`src/rtl/mux_n_way_stream_if.sv`:
```
// Handshake bundle for mux_n_way_stream. The producer/consumer side uses the
// master modport and the multiplexer uses the slave modport.
interface mux_n_way_stream_if #(
  parameter int WIDTH = 16,
  parameter int WAYS  = 8,
  parameter int SEL_W = $clog2(WAYS)
);
  logic                  mode;
  logic [SEL_W-1:0]      sel;
  logic [WAYS*WIDTH-1:0] in_data;
  logic [WAYS-1:0]       in_valid;
  logic [WAYS-1:0]       in_ready;
  logic [WIDTH-1:0]      out_data;
  logic [SEL_W-1:0]      out_chan;
  logic                  out_valid;
  logic                  out_ready;

  modport master (
    output mode, sel, in_data, in_valid, out_ready,
    input  in_ready, out_data, out_chan, out_valid
  );

  modport slave (
    input  mode, sel, in_data, in_valid, out_ready,
    output in_ready, out_data, out_chan, out_valid
  );
endinterface

```
`src/rtl/mux_n_way_stream.sv`:
```
// Registered N-way stream multiplexer: explicit-select or round-robin grant
// into a one-entry output register with full 1 word/cycle throughput.
module mux_n_way_stream #(
  parameter int WIDTH = 16,
  parameter int WAYS  = 8,
  parameter int SEL_W = $clog2(WAYS)
) (
  input logic               clk,
  input logic               rst_n,
  mux_n_way_stream_if.slave bus
);

  logic [WIDTH-1:0] data_q;
  logic [SEL_W-1:0] chan_q;
  logic             valid_q;
  logic [SEL_W-1:0] ptr_q;

  logic             load_ok;
  logic             grant_valid;
  logic [SEL_W-1:0] grant_idx;
  logic             transfer;
  logic             pop;

  assign load_ok  = !valid_q || bus.out_ready;
  assign transfer = load_ok && grant_valid;
  assign pop      = valid_q && bus.out_ready;

  // NOTE: every combinational output gets a default before any branch, so no
  // path through the block leaves a variable unassigned and no latch is inferred.
  always_comb begin
    int               j;
    logic [SEL_W-1:0] idx;
    grant_valid = 1'b0;
    grant_idx   = '0;
    j           = 0;
    idx         = '0;
    if (!bus.mode) begin
      // An out-of-range select matches no channel and so grants nothing.
      for (int i = 0; i < WAYS; i++) begin
        if (bus.sel == SEL_W'(i) && bus.in_valid[i]) begin
          grant_valid = 1'b1;
          grant_idx   = SEL_W'(i);
        end
      end
    end else begin
      for (int k = 0; k < WAYS; k++) begin
        j = int'(ptr_q) + k;
        if (j >= WAYS) j = j - WAYS;
        idx = SEL_W'(j);
        if (!grant_valid && bus.in_valid[idx]) begin
          grant_valid = 1'b1;
          grant_idx   = idx;
        end
      end
    end
  end

  always_comb begin
    bus.in_ready = '0;
    for (int i = 0; i < WAYS; i++) begin
      bus.in_ready[i] = transfer && (grant_idx == SEL_W'(i));
    end
  end

  // NOTE: sequential state uses non-blocking assignments so every register
  // samples pre-edge values regardless of statement order.
  always_ff @(posedge clk or negedge rst_n) begin
    if (!rst_n) begin
      data_q  <= '0;
      chan_q  <= '0;
      valid_q <= 1'b0;
      ptr_q   <= '0;
    end else if (transfer) begin
      data_q  <= bus.in_data[int'(grant_idx)*WIDTH +: WIDTH];
      chan_q  <= grant_idx;
      valid_q <= 1'b1;
      ptr_q   <= (int'(grant_idx) == WAYS-1) ? '0 : grant_idx + 1'b1;
    end else if (pop) begin
      valid_q <= 1'b0;
    end
  end

  assign bus.out_data  = data_q;
  assign bus.out_chan  = chan_q;
  assign bus.out_valid = valid_q;

endmodule
```
`src/flat_wrapper.sv`:
```
// flat-port wrapper written by rule: the top's interface ports become plain ports
module mux_n_way_stream_flat 
#(
  parameter int WIDTH = 16,
  parameter int WAYS  = 8,
  parameter int SEL_W = $clog2(WAYS)
)
  (clk, rst_n, bus_mode, bus_sel, bus_in_data, bus_in_valid, bus_out_ready, bus_in_ready, bus_out_data, bus_out_chan, bus_out_valid);
  mux_n_way_stream_if #(.WIDTH(WIDTH), .WAYS(WAYS), .SEL_W(SEL_W)) bus_i ();
  input logic clk;
  input logic rst_n;
  input wire logic [$bits(bus_i.mode)-1:0] bus_mode;
  input wire logic [$bits(bus_i.sel)-1:0] bus_sel;
  input wire logic [$bits(bus_i.in_data)-1:0] bus_in_data;
  input wire logic [$bits(bus_i.in_valid)-1:0] bus_in_valid;
  input wire logic [$bits(bus_i.out_ready)-1:0] bus_out_ready;
  output wire logic [$bits(bus_i.in_ready)-1:0] bus_in_ready;
  output wire logic [$bits(bus_i.out_data)-1:0] bus_out_data;
  output wire logic [$bits(bus_i.out_chan)-1:0] bus_out_chan;
  output wire logic [$bits(bus_i.out_valid)-1:0] bus_out_valid;
  assign bus_i.mode = bus_mode;
  assign bus_i.sel = bus_sel;
  assign bus_i.in_data = bus_in_data;
  assign bus_i.in_valid = bus_in_valid;
  assign bus_i.out_ready = bus_out_ready;
  assign bus_in_ready = bus_i.in_ready;
  assign bus_out_data = bus_i.out_data;
  assign bus_out_chan = bus_i.out_chan;
  assign bus_out_valid = bus_i.out_valid;
  mux_n_way_stream #(.WIDTH(WIDTH), .WAYS(WAYS), .SEL_W(SEL_W)) u_core (.clk(clk), .rst_n(rst_n), .bus(bus_i));
endmodule
```
`config.mk`:
```
export PLATFORM = sky130hd
export DESIGN_NAME = mux_n_way_stream_flat
export DESIGN_NICKNAME = d
export VERILOG_FILES = /design/src/rtl/mux_n_way_stream_if.sv /design/src/rtl/mux_n_way_stream.sv /design/src/flat_wrapper.sv
export SDC_FILE = /design/constraint.sdc
export NUM_CORES = 1
export LEC_CHECK = 0
export BUFFER_PORTS_ARGS = -buffer_cell sky130_fd_sc_hd__buf_2
export CORE_AREA = 2 2 123 125
export CTS_BUF_LIST = sky130_fd_sc_hd__clkbuf_16
export DETAILED_ROUTE_END_ITERATION = 16
export DIE_AREA = 0 0 125 127
export MAX_ROUTING_LAYER = met4
export SYNTH_ARGS = -nofsm -noshare
export SYNTH_HDL_FRONTEND = slang
export SYNTH_SLANG_ARGS = --single-unit
```
`constraint.sdc`:
```
create_clock -name clk -period 5.76 [get_ports clk]
set_input_delay 0.576 -clock clk [delete_from_list [all_inputs] [get_ports clk]]
set_output_delay 0.576 -clock clk [all_outputs]
set_load 0.01 [all_outputs]
```
After elaboration in Yosys (flattened, before gate mapping)

Cells that the tools add are included.
W data, S select, Z words.

Memories kept: 0
Flip-flop bits (word level): 23
Memory bits (writable): 0
ROM bits: 0
Output and inout bits: 28
Bits in latches: 0

Eq/ne operators: 15
Bitwise operators: 0
Div/mod/pow operators: 0
Magnitude comparators: 16
$mul: 0
Add/subtract/negate cells: 16
Reductions and logical operators: 37
Mux-type cells: 75
Shift operators: 1

Operators by type and width:

| operator              | count |
|---|---|
| $shiftx A128 B8 Y16   | 1 |
| $mux W3               | 30 |
| $mux W1               | 35 |
| $lt A3 B4 Y1 const B  | 8 |
| $ge A4 B4 Y1 const B  | 7 |
| $logic_and A1 B1 Y1   | 25 |
| $bmux W1 S3           | 8 |
| $eq A3 B3 Y1 const B  | 8 |
| $sub A3 B1 Y3 const B | 8 |
| $add A3 B3 Y4 const B | 4 |
| $eq A3 B2 Y1 const B  | 4 |
| $eq A3 B1 Y1 const B  | 3 |
| $add A3 B2 Y4 const B | 2 |
| $logic_not A1 Y1      | 8 |
| $logic_not A3 Y1      | 2 |
| $add A3 B1 Y4 const B | 1 |
| $ge A3 B4 Y1 const B  | 1 |
| $mux W2               | 2 |
| $add A3 B1 Y3 const B | 1 |
| $reduce_bool A2 Y1    | 1 |
| $logic_or A1 B1 Y1    | 1 |

Logic depth before layout (Yosys ltp)

Depth in word-level cells: 37
Mapped depth: 18
Depth with buffers taken out: 12

Worst setup path after synthesis

No wires, ideal clock.

Path kind: register to output
Start: register u_core.ptr_q[1]
End: output port bus_in_ready[6]
Buffers on the path: 5
Required time: 5.184 ns
Cell stages (with the launch flop): 16
Arrival: 4.110 ns
Setup slack: 1.074 ns
Cells stage by stage: dfrtp_1 -> clkbuf_1 -> clkbuf_1 -> inv_1 -> ha_1 -> buf_6 -> mux4_2 -> mux2_4 -> o32a_1 -> nor4b_1 -> a311o_1 -> a21oi_4 -> or2_1 -> buf_4 -> buf_6 -> nor3_1

Cells in the longest elaborated chain, start to end: 37
Elaborated cells between the ends (all ways): 97
Classes of those cells: add/sub: 15; order compare: 8; eq/ne: 1; mux: 57; reduce/logical: 16

RTL lines:

| what                                                   | line                   | source |
|---|---|---|
| start: declaration                                     | mux_n_way_stream.sv:16 | `logic [SEL_W-1:0] ptr_q;` |
| start signal: assignment                               | mux_n_way_stream.sv:77 | `ptr_q <= (int'(grant_idx) == WAYS-1) ? '0 : grant_idx + 1'b1;` |
| branches (longest 36 deep; another with $add A3 B1 Y4) | n/a                    |  |
| $logic_and A1 B1 Y1 *                                  | mux_n_way_stream.sv:61 | `bus.in_ready[i] = transfer && (grant_idx == SEL_W'(i));` |
| end: declaration                                       | flat_wrapper.sv:17     | `output wire logic [$bits(bus_i.in_ready)-1:0] bus_in_ready;` |

Mark *: on every way between the ends. The select of a mux whose other input is x is not followed.

Worst setup path in the final report

Start: register u_core.ptr_q[1]
End: output port bus_in_ready[2]

Cells in the longest elaborated chain, start to end: 37
Elaborated cells between the ends (all ways): 97
Classes of those cells: add/sub: 15; order compare: 8; eq/ne: 1; mux: 57; reduce/logical: 16

RTL lines:

| what                                                   | line |
|---|---|
| branches (longest 36 deep; another with $add A3 B1 Y4) | n/a |
| $logic_and A1 B1 Y1 *                                  | mux_n_way_stream.sv:61 |

Marked as above.

==> flow_summary.toml <==
[synthesis]
syn-cell-area_mm2 = 0.00354
synth_cells = 434
synth.most_common_cell = "nand2_1"
synth-seq-area-share_pct = 16.2
synthArstFlopShare_pct = 100
synthFlopType = "dfrtp_1"
synth_seq_cells = 23
ys_warn_count = 0
yosysTopAreaCell = "dfrtp_1"
synth-edff-count = 0
synth_top_cell_area_share_pct = 16.2
syn-num-nets = 579
synth_cell_types = 61
synth_common_cells = "nand2_1, nor2_1, mux2i_1, dfrtp_1, nand3_1"
synthTopCellsByArea = "dfrtp_1, mux4_2, mux2i_1, nand2_1, nor2_1"
synth_area_per_cell_um2 = 8.17

[power]
p_comb_share_pct = 83.8
switchingPower_uw = 1550
p_total_uw = 2860
switching_share_pct = 54.0
ir_worst_vdd_v = 0.000200
p_leak_uw = 0.00223
clkPwrFrac_pct = 5.4
p_int_uw = 1320
pwr-share-seq_pct = 10.7
p_per_area_mw_per_mm2 = 623

[clocking]
ctsLongestPathBuffers = 2
clk_pin_slew_ns = 0.07
cts_max_level = 1
root_buffer = "clkbuf_16"
cts.sinks = 23
cts-resized-gates = 0
cts_tree = "done"
cts_setup_buffers = 0
clk_latency_ns = 0.26
cts_buffers = 3
hold_buffers = 0

[timing]
clock_skew_ns = 0.00928
setup_viol = 0
max_freq_mhz = 210
finalHoldViolations = 0
relSlewSlack_pct = 18.0
rsz0062_at_grt = "false"
max_slew.worst_pin.slew_ns = 1.22
fin_crit_sh_pct = 82.7
slew_violations = 0
fin_crit_ns = 4.76
fin_ws_ns = 0.999
fin_tns_setup_ns = 0

[final_layout]
finalNonFillerCells = 764
diodes = 0
drive_above_1_share_pct = 43.1
fillerInstances = 1596
final_area_mm2 = 0.00459
final_nets = 726
area_growth_pct = 29.6

[place]
gp_routability_congestion = 0.916
pre_cts_ws_ns = 1.14
place_area_mm2 = 0.00451
dp_cells = 760
portBuffers = 170
dp_hpwl_mm = 10.1

[global_routing]
grt_max_degree = 53
grt_pass1_wl_mm = 20.6
grt_pass1_vias = 3834
antenna_found_initial = 0
grt_usage_pct = 16.4
grt_remaining_overflow = 0

[floorplan]
fp.dieW_um = 125
dieArea_mm2 = 0.0159
start_util_pct = 24.6
die-height_um = 127
num_rows = 44
ioPinCount = 171
core_mm2 = 0.0144

[route]
drt_iter0_drc = 161
routed_wl_mm = 13.1
vias_per_cell = 5.11
detail_route.wl_per_cell_um = 17.2
via_count = 3903
drcViolationCount = 0
ant_nets = 0
dr.pass1.iters = 5

[setup_path]
rr_startpoint = "u_core.ptr_q[1]"
critPathLaunch = "u_core.ptr_q[1]"
cp-start-kind = "flip-flop"
slowest_delay_ns = 0.64
r2r_cells = 13
cp-end-kind = "output port"
reg2reg_to = "u_core.bus.out_data[5]"
cp.required_ns = 5.18
r2r_slack_ns = 1.07
arrival_ns = 4.18
cp_cell_sequence = "inv_1 > ha_1 > mux4_2 > mux2i_1 > o221ai_1 > nor2b_1 > o31ai_1 > a31oi_2 > nand2_1 > buf_4 > nand2b_1 > nor3_1 > buf_2"
cp_slowest_cell = "mux4_2"
endpoint = "bus_in_ready[2]"
crit_fanout = 18
path_class = "flip-flop to output port"

[job]
max_cap_violations = 0

[run_status]
status = "complete, no violations"

[min_path]
hold_class = "input port to asynchronous set/reset pin"
[final cells by class]
class / instances / area (um2) / area share, %
clock buffer: 3 / 75.1 / 1.63
inverter: 9 / 33.8 / 0.735
clock inverter: 1 / 5.00 / 0.109
tap: 184 / 230 / 5.01
timing repair buffer: 181 / 946 / 20.6
sequential: 23 / 576 / 12.5
multi-input combinational: 363 / 2730 / 59.4
[sequential cells by signal, indices dropped and copies added (netlist names)]
register	flops
u_core.bus.out_chan	3
u_core.bus.out_valid	1
u_core.ptr_q	3
u_core.bus.out_data	16
[cells by family after synthesis]
family / count (synthesis) / share of synthesized area [%]
mux: 56 / 22.2
simple gates: 179 / 22.5
xor+xnor: 5 / 1.24
fa+ha+maj: 2 / 0.706
compound gates: 121 / 30.0
buf+inv: 48 / 7.06
flops: 23 / 16.2
[through the flow]
step,utilization (%),hold slack (ns)
after floorplan,-,0.280
after global placement,31.3,0.455
after detailed placement,31.3,0.461
after CTS,31.9,0.321
after global routing,31.9,0.341
final,31.9,0.309
[metal layers]
| metal | track usage [%] | wire (um) | up-vias |
|---|---|---|---|
| li1 | - | - | 1890 |
| met1 | 20.6 | 5460 | 1831 |
| met2 | 28.1 | 6640 | 162 |
| met3 | 2.14 | 705 | 20 |
| met4 | 4.12 | 323 | 0 |
| met5 | - | 0 | - |
[worst max-delay path, delay by kind of cell, from the launching register on]
| family | cells | cell delay (ns) |
|---|---|---|
| muxes | 2 | 0.97 |
| adders and majority gates | 1 | 0.48 |
| AOI/OAI and AO/OA | 3 | 0.74 |
| buffers and inverters | 3 | 0.56 |
| and+or+nand+nor | 4 | 0.82 |
| DFF | 1 | 0.34 |
[worst min path at each step]
| stage | startpoint | to | slack, ns | cells after the start |
|---|---|---|---|---|
| after floorplan | rst_n | u_core.bus.out_chan[0] | 0.28 | 0 |
| after global placement | u_core.bus.out_chan[2] | u_core.bus.out_chan[2] | 0.45 | 2 |
| after detailed placement | u_core.bus.out_chan[2] | u_core.bus.out_chan[2] | 0.46 | 2 |
| after CTS | rst_n | u_core.bus.out_data[13] | 0.32 | 1 |
| after global routing | rst_n | u_core.bus.out_data[13] | 0.34 | 1 |
| final | rst_n | u_core.bus.out_data[13] | 0.31 | 1 |
[cell usage in the layout (no fill, tap or decap), drive strengths merged, types with 2 or more instances in the layout]
cell,synthesis,final
buf,23,181
nand2,68,68
nor2,58,58
mux2i,30,30
o21ai,26,26
dfrtp,23,23
nand3,19,19
o31ai,19,19
o211ai,18,18
mux4,17,17
o21bai,16,16
o211a,16,16
nor3,10,10
inv,9,9
mux2,9,9
nand2b,6,6
a21oi,6,6
or2,4,4
xor2,3,3
nor2b,3,3
and2,3,3
a211oi,3,3
clkbuf,16,3
xnor2,2,2
and4,2,2
nand4,2,2
a22oi,2,2
ha,2,2
a31oi,2,2
[power groups by stage]
stage / Combinational [uW] / Clock, uW / Sequential [uW]
after floorplan: 1840 / 0 / 312
after global placement: 2430 / 0 / 307
after detailed placement: 2400 / 0 / 311
after CTS: 2410 / 164 / 309
after global routing: 2640 / 171 / 320
final: 2400 / 156 / 308
No activity file was read; power rests on OpenSTA's default activity.
